File: src/rtl/matmul_operand_sequencer_if.sv
// Operand/result bundle between the matmul sequencer and its environment.
// Latency: none (wires only).
// Backpressure: in_valid/in_ready on the element stream, out_valid/out_ready on the result.
interface matmul_operand_sequencer_if #(
    parameter int DW = 1,
    parameter int N  = 3
);
    logic                in_valid;
    logic                in_ready;
    logic [DW-1:0]       in_data;
    logic [N*N*DW-1:0]   a_mat;
    logic [N*N*DW-1:0]   b_mat;
    logic                start;
    logic [N*N*DW-1:0]   res_in;
    logic                out_valid;
    logic                out_ready;
    logic [N*N*DW-1:0]   out_data;

    // Sequencer side: consumes beats and the array result, drives operands and output.
    modport slave (
        input  in_valid, in_data, res_in, out_ready,
        output in_ready, a_mat, b_mat, start, out_valid, out_data
    );

    // Environment side: element source, systolic array and result sink.
    modport master (
        output in_valid, in_data, res_in, out_ready,
        input  in_ready, a_mat, b_mat, start, out_valid, out_data
    );
endinterface

File: src/rtl/matmul_operand_sequencer.sv
// Assembles A then B from an element stream, pulses start, captures the array result.
// Latency: 2*N*N beats to load, result valid LAT edges after the last B beat.
// Backpressure: in_ready low outside loading; result held until out_ready.
// Optional build macro MATSEQ_BCOLMAJOR_EN: B beats arrive column-major.
module matmul_operand_sequencer #(
    parameter int DW  = 1,
    parameter int N   = 3,
    parameter int LAT = 9
) (
    input  logic clk,
    input  logic rst_n,
    matmul_operand_sequencer_if.slave bus
);
    localparam int NN = N * N;
    localparam int IW = (NN > 1) ? $clog2(NN) : 1;
    localparam int CW = $clog2(LAT + 1);

    typedef enum logic [1:0] {
        LOAD_A = 2'd0,
        LOAD_B = 2'd1,
        RUN    = 2'd2,
        DONE   = 2'd3
    } state_t;

    state_t             state;
    logic [IW-1:0]      idx;
    logic [IW-1:0]      b_pos;
    logic [CW-1:0]      cnt;
    logic [NN*DW-1:0]   a_q;
    logic [NN*DW-1:0]   b_q;
    logic [NN*DW-1:0]   out_q;
    logic               start_q;
    logic               out_valid_q;
    logic               in_ready_w;
    logic               beat;
    logic               last_idx;

    // Ready is a pure state decode so it needs no register of its own.
    assign in_ready_w = (state == LOAD_A) || (state == LOAD_B);
    assign beat       = bus.in_valid && in_ready_w;
    assign last_idx   = (idx == IW'(NN - 1));

    // Destination element of the current B beat.
    always_comb begin
        b_pos = idx;
`ifdef MATSEQ_BCOLMAJOR_EN
        b_pos = IW'((int'(idx) % N) * N + int'(idx) / N);
`endif
    end

    // Sequencer FSM with all operand, counter and output registers.
    always_ff @(posedge clk or negedge rst_n) begin
        if (!rst_n) begin
            state       <= LOAD_A;
            idx         <= '0;
            cnt         <= '0;
            a_q         <= '0;
            b_q         <= '0;
            out_q       <= '0;
            start_q     <= 1'b0;
            out_valid_q <= 1'b0;
        end else begin
            start_q <= 1'b0;
            case (state)
                LOAD_A: begin
                    if (beat) begin
                        a_q[idx*DW +: DW] <= bus.in_data;
                        if (last_idx) begin
                            idx   <= '0;
                            state <= LOAD_B;
                        end else begin
                            idx <= idx + 1'b1;
                        end
                    end
                end
                LOAD_B: begin
                    if (beat) begin
                        b_q[b_pos*DW +: DW] <= bus.in_data;
                        if (last_idx) begin
                            idx     <= '0;
                            cnt     <= '0;
                            start_q <= 1'b1;
                            state   <= RUN;
                        end else begin
                            idx <= idx + 1'b1;
                        end
                    end
                end
                RUN: begin
                    cnt <= cnt + 1'b1;
                    if (cnt == CW'(LAT - 1)) begin
                        out_q       <= bus.res_in;
                        out_valid_q <= 1'b1;
                        state       <= DONE;
                    end
                end
                DONE: begin
                    if (bus.out_ready) begin
                        out_valid_q <= 1'b0;
                        state       <= LOAD_A;
                    end
                end
                default: state <= LOAD_A;
            endcase
        end
    end

    assign bus.in_ready  = in_ready_w;
    assign bus.a_mat     = a_q;
    assign bus.b_mat     = b_q;
    assign bus.start     = start_q;
    assign bus.out_valid = out_valid_q;
    assign bus.out_data  = out_q;
endmodule
File: src/flat_wrapper.sv
// flat-port wrapper written by rule: the top's interface ports become plain ports
module matmul_operand_sequencer_flat 
#(
    parameter int DW  = 1,
    parameter int N   = 3,
    parameter int LAT = 9
)
  (clk, rst_n, bus_in_valid, bus_in_data, bus_res_in, bus_out_ready, bus_in_ready, bus_a_mat, bus_b_mat, bus_start, bus_out_valid, bus_out_data);
  matmul_operand_sequencer_if #(.DW(DW), .N(N)) bus_i ();
  input  logic clk;
  input  logic rst_n;
  input wire logic [$bits(bus_i.in_valid)-1:0] bus_in_valid;
  input wire logic [$bits(bus_i.in_data)-1:0] bus_in_data;
  input wire logic [$bits(bus_i.res_in)-1:0] bus_res_in;
  input wire logic [$bits(bus_i.out_ready)-1:0] bus_out_ready;
  output wire logic [$bits(bus_i.in_ready)-1:0] bus_in_ready;
  output wire logic [$bits(bus_i.a_mat)-1:0] bus_a_mat;
  output wire logic [$bits(bus_i.b_mat)-1:0] bus_b_mat;
  output wire logic [$bits(bus_i.start)-1:0] bus_start;
  output wire logic [$bits(bus_i.out_valid)-1:0] bus_out_valid;
  output wire logic [$bits(bus_i.out_data)-1:0] bus_out_data;
  assign bus_i.in_valid = bus_in_valid;
  assign bus_i.in_data = bus_in_data;
  assign bus_i.res_in = bus_res_in;
  assign bus_i.out_ready = bus_out_ready;
  assign bus_in_ready = bus_i.in_ready;
  assign bus_a_mat = bus_i.a_mat;
  assign bus_b_mat = bus_i.b_mat;
  assign bus_start = bus_i.start;
  assign bus_out_valid = bus_i.out_valid;
  assign bus_out_data = bus_i.out_data;
  matmul_operand_sequencer #(.DW(DW), .N(N), .LAT(LAT)) u_core (.clk(clk), .rst_n(rst_n), .bus(bus_i));
endmodule
File: config.mk
export PLATFORM = sky130hd
export DESIGN_NAME = matmul_operand_sequencer_flat
export DESIGN_NICKNAME = d
export VERILOG_FILES = /design/src/rtl/matmul_operand_sequencer_if.sv /design/src/rtl/matmul_operand_sequencer.sv /design/src/flat_wrapper.sv
export SDC_FILE = /design/constraint.sdc
export NUM_CORES = 1
export LEC_CHECK = 0
export BUFFER_PORTS_ARGS = -buffer_cell sky130_fd_sc_hd__clkbuf_2
export CORE_ASPECT_RATIO = 1.5
export CORE_MARGIN = 1.5
export CORE_UTILIZATION = 58
export DETAILED_ROUTE_END_ITERATION = 8
export PLACE_DENSITY = 0.84
export SYNTH_ARGS = -nofsm -noshare
export SYNTH_HDL_FRONTEND = slang
export SYNTH_SLANG_ARGS = --single-unit
File: constraint.sdc
create_clock -name clk -period 3.9 [get_ports clk]
set_input_delay 0.195 -clock clk [delete_from_list [all_inputs] [get_ports clk]]
set_output_delay 0.195 -clock clk [all_outputs]
set_load 0.1 [all_outputs]
# --- After elaboration in Yosys (flattened, before gate mapping) ---
# Index checks and enable logic that the tools add are counted.
word_totals:
  register_bits: 39
  wordCells: 56
  out_inout_bits: 30
  in_bits: 14
op_classes:
  add_sub_neg: 3
  shifts: 2
  reduce_logical: 13
  n_mux: 19
  eq_ne: 11
ops:
  columns: ["operator", "count"]
  rows:
  - ["$neg 4->34", 1]
  - ["$shift 1x34->9 const A", 1]
  - ["$shiftx 1x34->9", 1]
  - ["$bwmux 9", 2]
  - ["$mux 2", 6]
  - ["$mux 4", 3]
  - ["$ne 2x1->1 const B", 5]
  - ["$add 4x1->4 const B", 2]
  - ["$eq 4x4->1 const B", 2]
  - ["$pmux 2 s4", 1]
  - ["$pmux 4 s2", 1]
  - ["$reduce_and 2->1", 4]
  - ["$reduce_and 3->1", 2]
  - ["$reduce_and 6->1", 1]
  - ["$mux 1", 5]
  - ["$eq 2x2->1 const B", 2]
  - ["$reduce_bool 2->1", 2]
  - ["$eq 2x1->1 const B", 1]
  - ["$logic_not 2->1", 1]
  - ["$ne 2x2->1 const B", 1]
  - ["$pmux 1 s2", 1]
  - ["$reduce_or 2->1", 1]
  - ["$logic_and 1x1->1", 1]
  - ["$logic_or 1x1->1", 1]

# --- Depth between registers and ports, before layout ---
# Gate-level depths: netlist (run 1).
logic_depth:
  ltp_word: 5
  mapped_depth: 8
  mapped_depth_nobuf: 6

# --- Worst setup path before layout (run 1) ---
# Ideal clock, no wire load.
synth_path:
  kind: "register to register"
  startpoint: "register u_core.idx[0] (netlist: u_core.b_pos[0])"
  endpoint: "register u_core.b_q[1] (netlist: u_core.bus.b_mat[1])"
  setup_slack_ns: 1.987
  synth_period_minus_slack_ns: 1.913
  path_buffers: 1
  required_time_ns: 3.774
  arrival_time_ns: 1.787
  setup_ns: 0.126
  path_stages_with_launch: 8
  cell_sequence: "dfrtp_1 -> nor3_1 -> ha_1 -> and3_1 -> clkbuf_1 -> and3_1 -> nand2_1 -> mux2_2"
synth_between:
  elab_chain_len: 3
  word_cells_on_any_way: 4
  classes_between: "add/sub (1); shift (2); mux (1)"
synth_lines:
  columns: ["element", "line_no", "text"]
  rows:
  - ["start: declaration", "matmul_operand_sequencer.sv:26", "logic [IW-1:0] idx;"]
  - ["start signal: assignment", "matmul_operand_sequencer.sv:72", "idx <= idx + 1'b1;"]
  - ["start signal: assignment", "matmul_operand_sequencer.sv:85", "idx <= idx + 1'b1;"]
  - ["$neg 4->34 *", "matmul_operand_sequencer.sv:78", "b_q[b_pos*DW +: DW] <= bus.in_data;"]
  - ["$shiftx 1x34->9 or $shift 1x34->9 (tied branches)", "matmul_operand_sequencer.sv:78", null]
  - ["$bwmux 9 *", "matmul_operand_sequencer.sv:78", null]
  - ["end signal: indexed assignment", "matmul_operand_sequencer.sv:78", null]
  - ["end: declaration", "matmul_operand_sequencer.sv:30", "logic [NN*DW-1:0] b_q;"]
# Every way passes the cells marked *; elsewhere a longest branch is shown, timed or not.
# A chain may end at the register's enable or synchronous reset.

# --- Worst setup path after layout (run 1) ---
layout_path:
  startpoint: "register u_core.idx[0] (netlist: u_core.b_pos[0])"
  endpoint: "register u_core.a_q[4] (netlist: u_core.bus.a_mat[4])"
layout_between:
  elab_chain_len: 3
  word_cells_on_any_way: 4
  classes_between: "add/sub (1); shift (2); mux (1)"
layout_lines:
  columns: ["element", "line_no", "text"]
  rows:
  - ["$neg 4->34 *", "matmul_operand_sequencer.sv:67", "a_q[idx*DW +: DW] <= bus.in_data;"]
  - ["$shiftx 1x34->9 or $shift 1x34->9 (tied branches)", "matmul_operand_sequencer.sv:67", null]
  - ["$bwmux 9 *", "matmul_operand_sequencer.sv:67", null]
  - ["end signal: indexed assignment", "matmul_operand_sequencer.sv:67", null]
  - ["end: declaration", "matmul_operand_sequencer.sv:29", "logic [NN*DW-1:0] a_q;"]
# Marked as above.

==> results of run 1 <==
[Yosys cell counts (all sizes together) (2+ instances only)]
| master | number | share of area (%) |
|---|---|---|
| dfrtp | 39 | 49 |
| mux2 | 29 | 16 |
| nand2 | 15 | 2.8 |
| ha | 12 | 7.5 |
| nand3 | 11 | 2.8 |
| inv | 10 | 1.9 |
| o21ai | 10 | 2.9 |
| and3 | 7 | 2.2 |
| nor2 | 7 | 1.3 |
| nor2b | 6 | 1.9 |
| nand3b | 4 | 1.5 |
| a21oi | 3 | 0.75 |
| nor3 | 3 | 0.75 |
| or3 | 3 | 0.94 |
| and2 | 2 | 0.63 |
| clkbuf | 2 | 0.38 |
| nand2b | 2 | 0.63 |
| nand4 | 2 | 0.63 |
[registers in the layout, summed over array words and instances, names as in the netlist]
register,cells
u_core.bus.out_valid,1
u_core.state,2
u_core.b_pos,4
u_core.bus.a_mat,9
u_core.bus.start,1
u_core.cnt,4
u_core.bus.out_data,9
u_core.bus.b_mat,9
[logic make-up after synthesis]
kind of cell               Yosys count
and+or+nand+nor                     67
DFF                                 39
muxes                               29
AOI/OAI and AO/OA                   18
buffers and inverters               13
adders and majority gates           12
[critical path, delay by kind of cell, from the launching register on]
kind / cells / cell delay [ns]
and+or+nand+nor: 4 / 0.78
adders and majority gates: 1 / 0.33
DFF: 1 / 0.55
muxes: 1 / 0.33
[metal layers]
metal  wire [microns]  vias up  track usage (%)
li1                 -      725                -
met1             1556      715            24.47
met2             2101       29            42.84
met3              138        5            6.548
met4               57        0            9.910
met5                0        -                0
[layout make-up]
class,instances,area (sq um),share of cell area (%)
Multi-Input combinational cell,126,958.4,40.64
Clock buffer,6,82.58,3.501
Inverter,10,37.54,1.592
Timing Repair Buffer,43,215.2,9.125
Sequential cell,39,975.9,41.38
Tap cell,40,50.05,2.122
Clock inverter,2,38.79,1.645
[metrics by stage]
step,hold slack (ns),setup slack (ns),area [sq um],utilization [%],cells
after floorplan,-0.1006,1.987,1991,-,178
after global placement,0.3800,1.890,2237,69.44,258
after detailed placement,0.3754,1.823,2237,69.44,258
after CTS,0.05877,1.802,2359,73.20,266
after global routing,0.1185,1.696,2359,73.20,266
final,0.02808,1.797,2359,73.20,266
[final timing paths]
| path | start | endpoint | slack, ns | cells after the start |
|---|---|---|---|---|
| max | u_core.b_pos[0] | u_core.bus.a_mat[4] | 1.80 | 6 |
| min | rst_n | u_core.bus.a_mat[2] | 0.03 | 1 |
| max reg2reg | u_core.b_pos[0] | u_core.bus.a_mat[4] | 1.80 | 6 |
| min reg2reg | u_core.bus.b_mat[1] | u_core.bus.b_mat[1] | 0.51 | 1 |
| max in group asynchronous | rst_n | u_core.b_pos[2] | 3.29 | 1 |
| min in group clk | bus_res_in[4] | u_core.bus.out_data[4] | 0.13 | 2 |
==> impl_metrics.toml, run 1 <==
[cts]
cts_sinks = 39
cts_tree = "yes"
postCtsSetupBuffers = 0
clock_path_buffers = 2
cts_resized = 0
clk_pin_slew_ns = 0.08
cts_made_buffers = 5
htreeDepth = 2
clock-root-buffer = "clkbuf_8"
clock_latency_ns = 0.30
holdBufCountCts = 0

[setup_path]
crit_chain = "nor3_1 > ha_1 > and3_1 > and3_1 > nor2b_1 > mux2_2"
setup.worst_path.class = "reg -> reg"
cp_max_fo = 11
worst_setup_path_start_kind = "flop"
setup.worst_path.end_class = "flop"
worstPathArrival_ns = 2.29
cp.required_ns = 4.09
slowest_delay_ns = 0.55
cp_common_cell = "and3_1"
slowest_stage = "dfrtp_1"

[synthesis]
netlist_area_sq_um = 1991
synth.net_count = 204
synthCells = 178
ys_warn_count = 0
synth.distinct_cells = 31
async_flop_share_pct = 100.0
synth_seq_cells = 39
synth_mux_area_share_pct = 16.40
yosys.area_share.simple_pct = 18.67
synth_fa_ha_area_share_pct = 7.542
synth_compound_area_share_pct = 5.531
synth-xor-area-share_pct = 0
synthFlopType = "dfrtp_1"
synth_top_family_by_area = "simple AND/OR/NAND/NOR gates"
synth_edf_count = 0
ys_seq_area_share_pct = 49.03
avgSynthCellArea_sq_um = 11.18

[cells_and_area]
drive_above_1_share_pct = 36.73
area_delta_synth_final_pct = 18.48
diodes = 0
finalNetCount = 251
final_common_cell = "clkbuf_2"
n_fill_cell = 238
layout_common_cells = "clkbuf_2, dfrtp_1, mux2_2"

[grt]
grt_pass1_wl_microns = 6499
grt_max_degree = 40
grt_pass1_vias = 1504
antenna_found_initial = 0
grt_overflow_total = 0
grt_usage_pct = 23.16

[die]
boundaryPins = 44
die-area_sq_um = 3800
die_h_microns = 74.75
coreArea_sq_um = 3222
die_width_microns = 50.84
start_util_pct = 61.79
row_count = 25

[placed_design]
portBuffers = 43
routabilityCongestion = 0.8335
dpl.hpwl_microns = 2924

[timing]
worstMarginPinSlew_ns = 0.9382
timing.fmax_ghz = 0.4754
fin_crit_ns = 2.103
slew_viol_final = 0
rsz0062_at_grt = "no"
finalHoldViolCount = 0
tns_ns = 0
period_share_pct = 53.93
setup_viol = 0
slew-limit-headroom_pct = 37.45
fin_worst_skew_ns = 0.01087

[run]
cap_violations = 0

[route]
drc = 0
via_count = 1474
wl_per_cell_microns = 14.49
ant_nets = 0
drt_iter0_markers = 23
wl_microns = 3854
dr.pass1.iters = 4
via_per_inst = 5.541

[worst_hold_path]
min_path_type = "in -> async"

[outcome]
status = "complete, no violations"
Power of run 1 is not shown: default switching activity piles up to over one toggle a cycle in this logic, so the estimate is an artifact.
==> run 2: changes to the inputs <==
Settings changed: CORE_UTILIZATION 58 to 53, PLACE_DENSITY 0.84 to 0.77.
Clock period 3.9 ns to 1.95 ns, I/O delays scaled along.
==> run 2 against run 1 <==
  * Routed wire length increased by 8.7%
  * Register-to-register slack got worse by 1.7 ns
  * First-iteration DRC count increased by 39%
  * Die area increased by 9.0%
  * Sequential cell count unchanged
==> impl_metrics.toml, run 2 (synthesized netlist as in run 1, its figures left out) <==
[route]
via_count = 1541
drc = 0
wl_microns = 4190
drt_iter0_markers = 32
dr.pass1.iters = 4
wl_per_cell_microns = 14.75
ant_nets = 0
via_per_inst = 5.426

[worst_hold_path]
min_path_cells = 2
min_path_type = "in -> reg"

[setup_path]
path_buf_inv = 0
reg2reg_depth = 6
crit_family = "simple AND/OR/NAND/NOR gates"
crit_chain = "nor3_2 > ha_1 > and3_2 > and3_1 > nand2_1 > mux2_2"
cp_max_fo = 6
setup.worst_path.end_class = "flop"
worst_setup_path_start_kind = "flop"
worst-path-stages = 6
cp.required_ns = 2.13
setup.worst_path.class = "reg -> reg"
slowest_delay_ns = 0.42
worstPathArrival_ns = 2.06
slowest_stage = "dfrtp_1"

[grt]
grt_overflow_total = 0
antenna_found_initial = 0
grt_pass1_wl_microns = 6975
grt_pass1_vias = 1560
grt_max_degree = 20
grt_usage_pct = 22.79

[placed_design]
portBuffers = 43
place_area_sq_um = 2346
routabilityCongestion = 0.8916
dpl.hpwl_microns = 3244

[cells_and_area]
diodes = 0
layout_common_cells = "clkbuf_2, dfrtp_1, mux2_2"
final_common_cell = "clkbuf_2"
n_fill_cell = 299
finalNetCount = 266
design_area_sq_um = 2467
area_delta_synth_final_pct = 23.95
final_util_pct = 67.63
drive_above_1_share_pct = 43.15

[cts]
clock_path_buffers = 2
cts_sinks = 39
htreeDepth = 2
clk_pin_slew_ns = 0.07
cts_made_buffers = 5
clock_latency_ns = 0.30
clock-root-buffer = "clkbuf_8"
postCtsSetupBuffers = 0
cts_tree = "yes"

[timing]
setup_viol = 0
rsz0062_at_grt = "yes"
worstMarginPinSlew_ns = 0.5534
timing.fmax_ghz = 0.5325
period_share_pct = 96.30
slew_viol_final = 0
finalHoldViolCount = 0
fin_crit_ns = 1.878
slew-limit-headroom_pct = 63.26
holdWs_ns = 0.03199
fin_worst_skew_ns = 0.007833

[die]
die_h_microns = 78.06
die_width_microns = 53.04
boundaryPins = 44
coreArea_sq_um = 3649
die-area_sq_um = 4140
row_count = 27
start_util_pct = 54.56

[run]
cap_violations = 0

[outcome]
status = "complete, no violations"
-- run 2: cell type report --
type,instances,area [sq um],area share (%)
Clock buffer,6,72.57,2.941
Clock inverter,2,12.51,0.5071
Inverter,10,37.54,1.521
Multi-Input combinational cell,126,983.4,39.86
Sequential cell,39,977.2,39.60
Tap cell,43,53.80,2.181
Timing Repair Buffer,58,330.3,13.39
-- run 2: timing repair --
| item | 4_1_cts | 5_1_grt |
|---|---|---|
| endpoints found under the hold margin | 17 | 0 |
| endpoints found under the setup margin | 0 | 9 |
| hold buffers | 1 | 0 |
| resized for setup | 0 | 8 |
-- run 2: worst paths after layout --
check | start | endpoint | slack [ns]
min in group asynchronous | rst_n | u_core.bus.a_mat[3] | 0.28
max reg2reg | u_core.b_pos[0] | u_core.bus.b_mat[2] | 0.07
min reg2reg | u_core.bus.out_data[0] | u_core.bus.out_data[0] | 0.51
max | u_core.b_pos[0] | u_core.bus.b_mat[2] | 0.07
min | bus_res_in[5] | u_core.bus.out_data[5] | 0.03
max in group asynchronous | rst_n | u_core.b_pos[1] | 1.13
-- run 2: worst register-to-register path: cells and delay by family, from the launching register on --
family | cells | cell delay [ns]
AND/OR/NAND/NOR | 4 | 0.73
multiplexers | 1 | 0.33
flip-flops | 1 | 0.42
adder cells (fa/ha/maj) | 1 | 0.28
-- run 2: per-layer routing --
metal / share of wire (%) / vias up / track usage (%)
li1: - / 747 / -
met1: 39 / 753 / 25.73
met2: 55 / 36 / 40.38
met3: 3.7 / 5 / 4.753
met4: 1.7 / 0 / 8.974
met5: 0 / - / 0
-- run 2: per-stage QoR --
stage | TNS, ns | setup slack [ns] | std cells
6_report | 0 | 0.07216 | 284
5_1_grt | -0.005321 | -0.005321 | 284
4_1_cts | 0 | 0.02468 | 284
3_5_place_dp | 0 | 0.05788 | 275
3_3_place_gp | 0 | 0.07830 | 275
2_1_floorplan | 0 | 0.03744 | 178
Power of run 2 is left out for the same reason.
==> run 3: changes to the inputs <==
--- a/config.mk
+++ b/config.mk
@@ -9,3 +9,3 @@
 export CORE_ASPECT_RATIO = 1.5
-export CORE_MARGIN = 1.5
+export CORE_MARGIN = 2
 export CORE_UTILIZATION = 53
--- a/constraint.sdc
+++ b/constraint.sdc
@@ -3,2 +3,2 @@
 set_output_delay 0.0975 -clock clk [all_outputs]
-set_load 0.1 [all_outputs]
+set_load 0.01 [all_outputs]
==> run 3 against run 2 <==
  * Setup slack got worse by 0.051 ns
  * Die area rose by 3.2%
  * Global-route usage rose by 1.3 points
  * Sequential cell count did not move
  * Via count rose by 1.2%
  * Routed wire length rose by 7.3%
  * Design area rose by 2.5%
  * Worst hold slack got worse by 0.0082 ns
  * Final cell count rose by 0.35%
  * First-iteration DRC count fell by 38%
  * Clock skew rose by 0.0021 ns
  * Non-clock buffer count rose by 1
==> impl_metrics.toml, run 3 (synthesized netlist as in run 1, its figures left out) <==
[outcome]
status = "complete, no violations"

[cells_and_area]
area_delta_synth_final_pct = 27.09
n_fill_cell = 283
final_util_pct = 69.34
final_common_cell = "clkbuf_2"
drive_above_1_share_pct = 42.98
diodes = 0
finalNetCount = 267
layout_common_cells = "clkbuf_2, dfrtp_1, mux2_2"
final-instance-count-excl-fill = 285

[timing]
slew_viol_final = 0
worstMarginPinSlew_ns = 0.4822
timing.fmax_ghz = 0.5186
finalHoldViolCount = 0
setup_viol = 0
fin_crit_ns = 1.928
layout_setup_ws_ns = 0.02165
slew-limit-headroom_pct = 67.58
fin_worst_skew_ns = 0.009961
period_share_pct = 98.89

[cts]
htreeDepth = 2
cts_made_buffers = 5
cts_sinks = 39
clock-root-buffer = "clkbuf_8"
cts_tree = "yes"
clk_pin_slew_ns = 0.08
clock_latency_ns = 0.30
clock_path_buffers = 2

[die]
die_h_microns = 79.06
die-area_sq_um = 4272
coreArea_sq_um = 3649
boundaryPins = 44
row_count = 27
die_width_microns = 54.04
start_util_pct = 54.56

[setup_path]
worst_setup_path_start_kind = "flop"
setup.worst_path.end_class = "flop"
slowest_stage = "dfrtp_1"
timing.rr.start = "u_core.b_pos[0]"
crit_family = "simple AND/OR/NAND/NOR gates"
cp_max_fo = 4
slowest_delay_ns = 0.43
cp.required_ns = 2.14
crit_chain = "nor3_2 > ha_1 > and3_1 > and3_2 > nor2b_2 > mux2_2"
critPathLaunch = "u_core.b_pos[0]"
setup.worst_path.class = "reg -> reg"
worstPathArrival_ns = 2.12
path_buf_inv = 0

[route]
via_per_inst = 5.474
drc = 0
via_count = 1560
wl_per_cell_microns = 15.78
wl_microns = 4497
ant_nets = 0
dr.pass1.iters = 4
drt_iter0_markers = 20

[worst_hold_path]
worstHoldStart = "bus_res_in[4]"
min_path_type = "in -> reg"

[grt]
grt_overflow_total = 0
grt_pass1_vias = 1676
grt_usage_pct = 24.08
antenna_found_initial = 0
grt_max_degree = 15
grt_pass1_wl_microns = 7500

[placed_design]
place_inst = 275
portBuffers = 43
place_ws_ns = 0.02933
dpl.hpwl_microns = 3513
routabilityCongestion = 0.8532

[pwr]
p_leak_uw = 0.001285
vdd_ir_drop_max_mv = 0.9912
power_density_nw_per_um2 = 1647
p_total_uw = 4167

[run]
cap_violations = 0
## run 3: area by class of cell
| class | count | area, sq um | area share (%) |
|---|---|---|---|
| well taps | 43 | 53.80 | 2.127 |
| flip-flops and latches | 39 | 977.2 | 38.63 |
| repair buffers | 59 | 337.8 | 13.35 |
| inverters | 10 | 37.54 | 1.484 |
| multi-input cells | 126 | 983.4 | 38.87 |
| clock inverters | 3 | 71.32 | 2.819 |
| clock buffers | 5 | 68.82 | 2.720 |
## run 3: what timing repair did
action	in CTS	in global routing
hold buffers	1	0
endpoints found under the hold margin	11	0
endpoints found under the setup margin	0	8
gates resized for setup	0	8
setup buffers	0	1
## run 3: final timing paths
| path | slack, ns | endpoint | cells after the start |
|---|---|---|---|
| setup / recovery | 0.02 | u_core.bus.a_mat[4] | 6 |
| hold reg to reg | 0.51 | u_core.bus.a_mat[1] | 1 |
| min in group asynchronous | 0.22 | u_core.bus.out_data[1] | 2 |
| hold / removal | 0.02 | u_core.bus.out_data[4] | 2 |
| setup reg to reg | 0.02 | u_core.bus.a_mat[4] | 6 |
| max in group asynchronous | 1.20 | u_core.b_pos[1] | 3 |
## run 3: per-stage QoR
stage / TNS (ns) / area (sq um) / hold slack [ns]
global placement: 0 / 2346 / -0.004736
CTS: 0 / 2496 / 0.02033
finish: 0 / 2530 / 0.02377
global route: -0.01282 / 2530 / 0.02294
detailed placement: 0 / 2346 / 0.002015
floorplan: 0 / 1991 / -0.1981
## run 3: where the power goes
part           internal (uW)  total (uW)  switching, uW
Combinational            918        2000           1080
Clock                    519         823            304
Sequential              1130        1350            219
## run 3: per-layer routing
layer,wire length (microns),up-vias,track usage (%)
li1,-,754,-
met1,1668,761,24.81
met2,2570,35,44.27
met3,161,10,5.263
met4,97,0,10.25
met5,0,-,0
## run 3: worst reg2reg max path, stage by stage, from the launching register on
cell	delay, ns
dfrtp_1	0.43
nor3_2	0.20
ha_1	0.32
and3_1	0.19
and3_2	0.24
nor2b_2	0.16
mux2_2	0.28
No activity file was read; power rests on OpenSTA's default activity.
